**config.mk**
```make
export PLATFORM = sky130hd
export DESIGN_NAME = sound_sequencer
export DESIGN_NICKNAME = d
export VERILOG_FILES = /design/src/rtl/sound_pkg.sv /design/src/rtl/step_timer.sv /design/src/rtl/sound_sequencer.sv
export SDC_FILE = /design/constraint.sdc
export NUM_CORES = 1
export LEC_CHECK = 0
export BUFFER_PORTS_ARGS = -buffer_cell sky130_fd_sc_hd__clkbuf_2
export CORE_MARGIN = 3
export CORE_UTILIZATION = 60
export DETAILED_ROUTE_END_ITERATION = 6
export PLACE_DENSITY = 0.77
export SYNTH_ARGS = -nofsm -noshare
export SYNTH_HDL_FRONTEND = slang
export SYNTH_SLANG_ARGS = --single-unit
```
**constraint.sdc**
```tcl
create_clock -name clk -period 2.7 [get_ports clk]
set_input_delay 0.27 -clock clk [delete_from_list [all_inputs] [get_ports clk]]
set_output_delay 0.27 -clock clk [all_outputs]
set_load 0.02 [all_outputs]
```
**src/rtl/sound_pkg.sv**
```systemverilog
// -----------------------------------------------------------------------------
// sound_pkg
//   Shared types for the sound path (sequencer and tone oscillator):
//   the global sound mode, the melody selector, the note record, and the
//   melody ROM lookups.
// -----------------------------------------------------------------------------
package sound_pkg;

  // Global sound mode; OFF mutes the whole sound path.
  typedef enum logic {OFF = 1'b0, ON = 1'b1} MODE_TYPES;

  // The encoding order is the priority order: a larger value wins.
  typedef enum logic [1:0] {
    MEL_NONE  = 2'd0,
    MEL_EAT   = 2'd1,
    MEL_START = 2'd2,
    MEL_DIE   = 2'd3
  } melody_t;

  // One note: half-period count (0 = rest) and duration in steps.
  typedef struct packed {
    logic [7:0] freq;
    logic [3:0] len;
  } note_t;

  // Melody ROM. Indices past the end of a melody return an all-zero note.
  function automatic note_t note_rom(input melody_t mel, input logic [1:0] idx);
    note_t n;
    n = '{freq: 8'd0, len: 4'd0};
    case (mel)
      MEL_EAT: begin
        case (idx)
          2'd0:    n = '{freq: 8'd60, len: 4'd2};
          2'd1:    n = '{freq: 8'd40, len: 4'd2};
          default: n = '{freq: 8'd0,  len: 4'd0};
        endcase
      end
      MEL_START: begin
        case (idx)
          2'd0:    n = '{freq: 8'd120, len: 4'd3};
          2'd1:    n = '{freq: 8'd90,  len: 4'd3};
          2'd2:    n = '{freq: 8'd60,  len: 4'd6};
          default: n = '{freq: 8'd0,   len: 4'd0};
        endcase
      end
      MEL_DIE: begin
        case (idx)
          2'd0:    n = '{freq: 8'd80,  len: 4'd4};
          2'd1:    n = '{freq: 8'd0,   len: 4'd2};
          2'd2:    n = '{freq: 8'd120, len: 4'd4};
          default: n = '{freq: 8'd200, len: 4'd10};
        endcase
      end
      default: n = '{freq: 8'd0, len: 4'd0};
    endcase
    return n;
  endfunction

  // Number of notes in a melody (0 for MEL_NONE).
  function automatic logic [2:0] melody_len(input melody_t mel);
    logic [2:0] len;
    case (mel)
      MEL_EAT:   len = 3'd2;
      MEL_START: len = 3'd3;
      MEL_DIE:   len = 3'd4;
      default:   len = 3'd0;
    endcase
    return len;
  endfunction

endpackage

```
**src/rtl/step_timer.sv**
```systemverilog
// -----------------------------------------------------------------------------
// step_timer
//   Prescaler that divides the clock into duration steps. A free-running
//   counter wraps at STEP_CYCLES-1; step is high for the one cycle in which
//   the counter sits at its last value, i.e. once every STEP_CYCLES cycles.
//   clear forces the counter back to 0 so a new melody starts a fresh step.
// Ports
//   clk    in  system clock
//   nRst   in  asynchronous active-low reset
//   clear  in  restart the prescaler from 0 on the next edge
//   step   out 1-cycle pulse at the end of each step
// -----------------------------------------------------------------------------
module step_timer #(
  parameter int unsigned STEP_CYCLES = 12000
) (
  input  logic clk,
  input  logic nRst,
  input  logic clear,
  output logic step
);

  localparam int unsigned W = (STEP_CYCLES > 1) ? $clog2(STEP_CYCLES) : 1;
  localparam logic [W-1:0] LAST = W'(STEP_CYCLES - 1);

  logic [W-1:0] cnt_q, cnt_d;

  // NOTE: combinational blocks assign a default first so no path leaves the
  // signal unassigned, which would otherwise infer a latch.
  always_comb begin
    cnt_d = cnt_q + W'(1);
    if (clear || (cnt_q == LAST)) cnt_d = '0;
  end

  // NOTE: sequential state uses non-blocking assignments so every register
  // samples its pre-edge inputs regardless of statement order.
  always_ff @(posedge clk or negedge nRst) begin
    if (!nRst) cnt_q <= '0;
    else       cnt_q <= cnt_d;
  end

  assign step = (cnt_q == LAST);

endmodule

```
**src/rtl/sound_sequencer.sv**
```systemverilog
// -----------------------------------------------------------------------------
// sound_sequencer
//   Turns single-cycle game events into short melodies for the tone
//   oscillator. Events and the sound mode are registered first; the sequencer
//   FSM acts on the registered copies, so an event sampled at edge N produces
//   its first note at edge N+1. Each note holds its outputs for
//   len*STEP_CYCLES cycles; the next note loads on the edge the previous one
//   ends. A higher-or-equal priority event preempts the current melody.
// Ports
//   clk        in  system clock
//   nRst       in  asynchronous active-low reset
//   state      in  sound mode; OFF mutes, aborts and blocks new melodies
//   evt_eat    in  1-cycle pulse: play EAT melody
//   evt_start  in  1-cycle pulse: play START melody
//   evt_die    in  1-cycle pulse: play DIE melody
//   freq       out note half-period count; 0 when idle
//   playSound  out high while a non-rest note is sounding
//   busy       out high while any melody (including rests) is in progress
// -----------------------------------------------------------------------------
module sound_sequencer
  import sound_pkg::*;
#(
  parameter int unsigned STEP_CYCLES = 12000
) (
  input  logic       clk,
  input  logic       nRst,
  input  MODE_TYPES  state,
  input  logic       evt_eat,
  input  logic       evt_start,
  input  logic       evt_die,
  output logic [7:0] freq,
  output logic       playSound,
  output logic       busy
);

  typedef enum logic {IDLE = 1'b0, PLAY = 1'b1} seq_state_t;

  seq_state_t st_q;
  melody_t    mel_q;
  melody_t    req_q, req_d;
  logic       on_q;
  logic [1:0] idx_q;
  logic [3:0] step_cnt_q;
  logic [3:0] len_q;
  logic [7:0] freq_q;
  logic       play_q;
  logic       busy_q;

  logic       load;
  logic       note_end;
  logic       last_note;
  logic       clear;
  logic       step;
  note_t      first_note;
  note_t      next_note;

  // Zero-length notes are played as one step.
  function automatic logic [3:0] eff_len(input note_t n);
    return (n.len == 4'd0) ? 4'd1 : n.len;
  endfunction

  always_comb begin
    // Priority encoder: DIE > START > EAT; lower simultaneous events are dropped.
    req_d = MEL_NONE;
    if (evt_die)        req_d = MEL_DIE;
    else if (evt_start) req_d = MEL_START;
    else if (evt_eat)   req_d = MEL_EAT;

    // mel_q is MEL_NONE while idle, so any real request passes the compare.
    load       = on_q && (req_q != MEL_NONE) && (req_q >= mel_q);
    note_end   = (st_q == PLAY) && step && (step_cnt_q == len_q - 4'd1);
    last_note  = ({1'b0, idx_q} == melody_len(mel_q) - 3'd1);
    first_note = note_rom(req_q, 2'd0);
    next_note  = note_rom(mel_q, idx_q + 2'd1);
    // Hold the prescaler at 0 whenever no note is timing, and restart it on load.
    clear      = load || !on_q || (st_q == IDLE);
  end

  step_timer #(
    .STEP_CYCLES (STEP_CYCLES)
  ) u_step_timer (
    .clk   (clk),
    .nRst  (nRst),
    .clear (clear),
    .step  (step)
  );

  always_ff @(posedge clk or negedge nRst) begin
    if (!nRst) begin
      on_q       <= 1'b0;
      req_q      <= MEL_NONE;
      st_q       <= IDLE;
      mel_q      <= MEL_NONE;
      idx_q      <= 2'd0;
      step_cnt_q <= 4'd0;
      len_q      <= 4'd0;
      freq_q     <= 8'd0;
      play_q     <= 1'b0;
      busy_q     <= 1'b0;
    end else begin
      on_q  <= (state == ON);
      req_q <= req_d;

      if (!on_q) begin
        // Mode OFF aborts any melody; the event registered alongside is ignored.
        st_q       <= IDLE;
        mel_q      <= MEL_NONE;
        idx_q      <= 2'd0;
        step_cnt_q <= 4'd0;
        len_q      <= 4'd0;
        freq_q     <= 8'd0;
        play_q     <= 1'b0;
        busy_q     <= 1'b0;
      end else if (load) begin
        // Takes precedence over note_end so an event on the final edge wins.
        st_q       <= PLAY;
        mel_q      <= req_q;
        idx_q      <= 2'd0;
        step_cnt_q <= 4'd0;
        len_q      <= eff_len(first_note);
        freq_q     <= first_note.freq;
        play_q     <= (first_note.freq != 8'd0);
        busy_q     <= 1'b1;
      end else if (note_end) begin
        if (last_note) begin
          st_q       <= IDLE;
          mel_q      <= MEL_NONE;
          idx_q      <= 2'd0;
          step_cnt_q <= 4'd0;
          len_q      <= 4'd0;
          freq_q     <= 8'd0;
          play_q     <= 1'b0;
          busy_q     <= 1'b0;
        end else begin
          idx_q      <= idx_q + 2'd1;
          step_cnt_q <= 4'd0;
          len_q      <= eff_len(next_note);
          freq_q     <= next_note.freq;
          play_q     <= (next_note.freq != 8'd0);
        end
      end else if ((st_q == PLAY) && step) begin
        step_cnt_q <= step_cnt_q + 4'd1;
      end
    end
  end

  assign freq      = freq_q;
  assign playSound = play_q;
  assign busy      = busy_q;

endmodule

```
==> results.tsv <==
metric	value	unit
overflow	0	
tritoncts	done	
dp_hpwl	3390	µm
synth.distinct_cells	53	
cts.clk_slew.worst_paths	70	ps
period_minus_slack	2330	ps
drv_cap	0	
grt_pass1_wl	8010	µm
reg2reg_depth	6	
die_y	67.4	µm
syn_inst	225	
cp_max_fo	14	
r2r-start	mel_q[1]	
synth_area	2260	µm²
fin_cells	291	
async_flop_share	1.00	
yosysMostFrequentCell	dfrtp_1	
cts_setup_buffers	0	
clockRootBuffer	clkbuf_8	
cts_num_sinks	38	
placed_cells	283	
ios	16	
drc	0	
cts.repair.resized	0	
grt_util_met2	0.344	
cp-startpoint	mel_q[1]	
initial_core_util	0.651	
grt_pass1_vias	1667	
leakagePower	1.15	nW
critPathArrivalTime	2540	ps
timing.rr.end	u_step_timer.cnt_q[11]	
yosys_register_bits	38	
crit_type	reg -> reg	
ant_nets	0	
utilization	0.729	
final-max-slew-violation-count	0	
p_per_area	609	nW/µm²
cp_data_required_time	2910	ps
postCtsHoldBufs	0	
cpPeakStageDelay	540	ps
synth_top_area_share	0.421	
rsz0062_at_grt	no	
top_usage_layer	met1	
worstSkewPairLatency	290	ps
grt_max_degree	39	
wire_per_inst	16.1	µm
path_buf_inv	1	
via_per_inst	5.93	
firstDrtPassIters	5	
hold_viol_final	0	
syn2layout_area_growth	11.9	%
port_buffers	14	
gr-usage-met1	0.354	
cts_made_buffers	5	
outcome	finished, final reports clean	
tns	0	ps
holdCritPathClass	in -> reg	
die-area	4540	µm²
clockBufferDepth	2	
diodes	0	
worstPathCellList	inv_1 > ha_1 > a21oi_1 > o21a_1 > nand3_1 > nor2_1	
yosysSeqAreaShare	0.421	
ir_drop	387	µV
vias	1727	
reg2reg_setup_slack	370	ps
synth_warnings	0	
crit_path_end_kind	register	
cp.depth	6	
rows	21	
drive_gt1_frac	0.155	
placed_cell_area	2380	µm²
avgSynthCellArea	10.0	µm²
power	0.00154	W
synth_commonest_cells	dfrtp_1 (38), nor2_1 (19), ha_1 (16)	
fmax	429	MHz
synth-main-ff-cell	dfrtp_1	
yosysTopAreaCell	dfrtp_1	
antenna_found_initial	0	
die_w	67.4	µm
track_usage	0.239	
finClkSkew	4.91	ps
critPathTopFamily	compound AO/OA/AOI/OAI gates	
synthTopCellsByArea	dfrtp_1 (42%), ha_1 (8.9%), nor2_1 (3.2%)	
worstSetupEndpoint	u_step_timer.cnt_q[11]	
h-tree-depth	2	
syn_nets	247	
start_kind	register	
stdcell_area	2530	µm²
fin_crit_sh	0.863	
gp_congestion	0.964	
cp_slowest_cell	dfrtp_1	
drt_iter0_markers	127	
grtUsageMet3	0.0649	
max_slew.worst_pin.slew	920	ps
setup_viol_count_final	0	
fill_cells	259	
synth_edf_count	0	
final_nets	266	
relSlewSlack	0.387	
coreArea	3470	µm²
drt-total-wl	4690	µm
==> kinds of logic (layout without fill, tap and decap cells) <==
logic type | Yosys count | in the layout | share of synthesized area
adders and majority gates | 16 | 16 | 0.0886
other | 1 | 1 | 0.00166
and+or+nand+nor | 78 | 78 | 0.193
DFF | 38 | 38 | 0.421
buffers and inverters | 18 | 38 | 0.0321
xor gates and xnor gates | 17 | 17 | 0.0726
muxes | 6 | 6 | 0.0277
AOI/OAI and AO/OA | 51 | 51 | 0.163
==> worst min-delay path by stage <==
stage / from / endpoint / slack, ps / cells past startpoint
CTS: state / on_q / 80 / 1
global placement: state / on_q / 380 / 1
detailed placement: state / on_q / 380 / 1
floorplan: nRst / busy / -30 / 0
global route: state / on_q / 70 / 1
finish: state / on_q / 80 / 1
==> power by group <==
part | leakage, nW | internal, W | switching (W)
clock network | 0.0714 | 0.000394 | 0.000200
registers | 0.510 | 0.000602 | 0.0000367
logic | 0.570 | 0.000124 | 0.000184
total | 1.15 | 0.00112 | 0.000420
==> flip-flops by register name, indices dropped and copies added, names as in the netlist <==
name	flops
u_step_timer.cnt_q	14
freq	7
len_q	4
step_cnt_q	4
idx_q	2
mel_q	2
req_q	2
busy	1
on_q	1
playSound	1
==> layout by cell type, fill, tap and decap left out, drive strengths merged, types with 8 or more instances in the layout <==
cell    Yosys  final
a21oi      12     12
nand3      11     11
xnor2       8      8
ha         16     16
dfrtp      38     38
xor2        8      8
nor2       20     20
inv        13     13
clkbuf      3     20
nand2      12     12
==> routing by layer <==
| metal | up-vias | wire length (µm) |
|---|---|---|
| met2 | 51 | 2040 |
| met5 | - | 0 |
| met3 | 9 | 271 |
| li1 | 845 | - |
| met1 | 822 | 2320 |
| met4 | 0 | 59 |
==> per-stage QoR <==
stage,hold WS (ps),worst slack (ps)
floorplan,-25.6,773
global placement,378,507
detailed placement,384,416
CTS,77.6,383
global route,67.3,155
finish,80.8,371
==> final cells by class <==
type,instances,area (µm²),share of cell area
multi-input combinational,169,1230,0.489
sequential,38,951,0.376
timing repair buffer,17,92.6,0.0366
clock buffer,6,82.6,0.0327
clock inverter,2,60.1,0.0238
tap,46,57.6,0.0228
inverter,13,48.8,0.0193
Note: power is estimated with default switching activity, not from simulation.
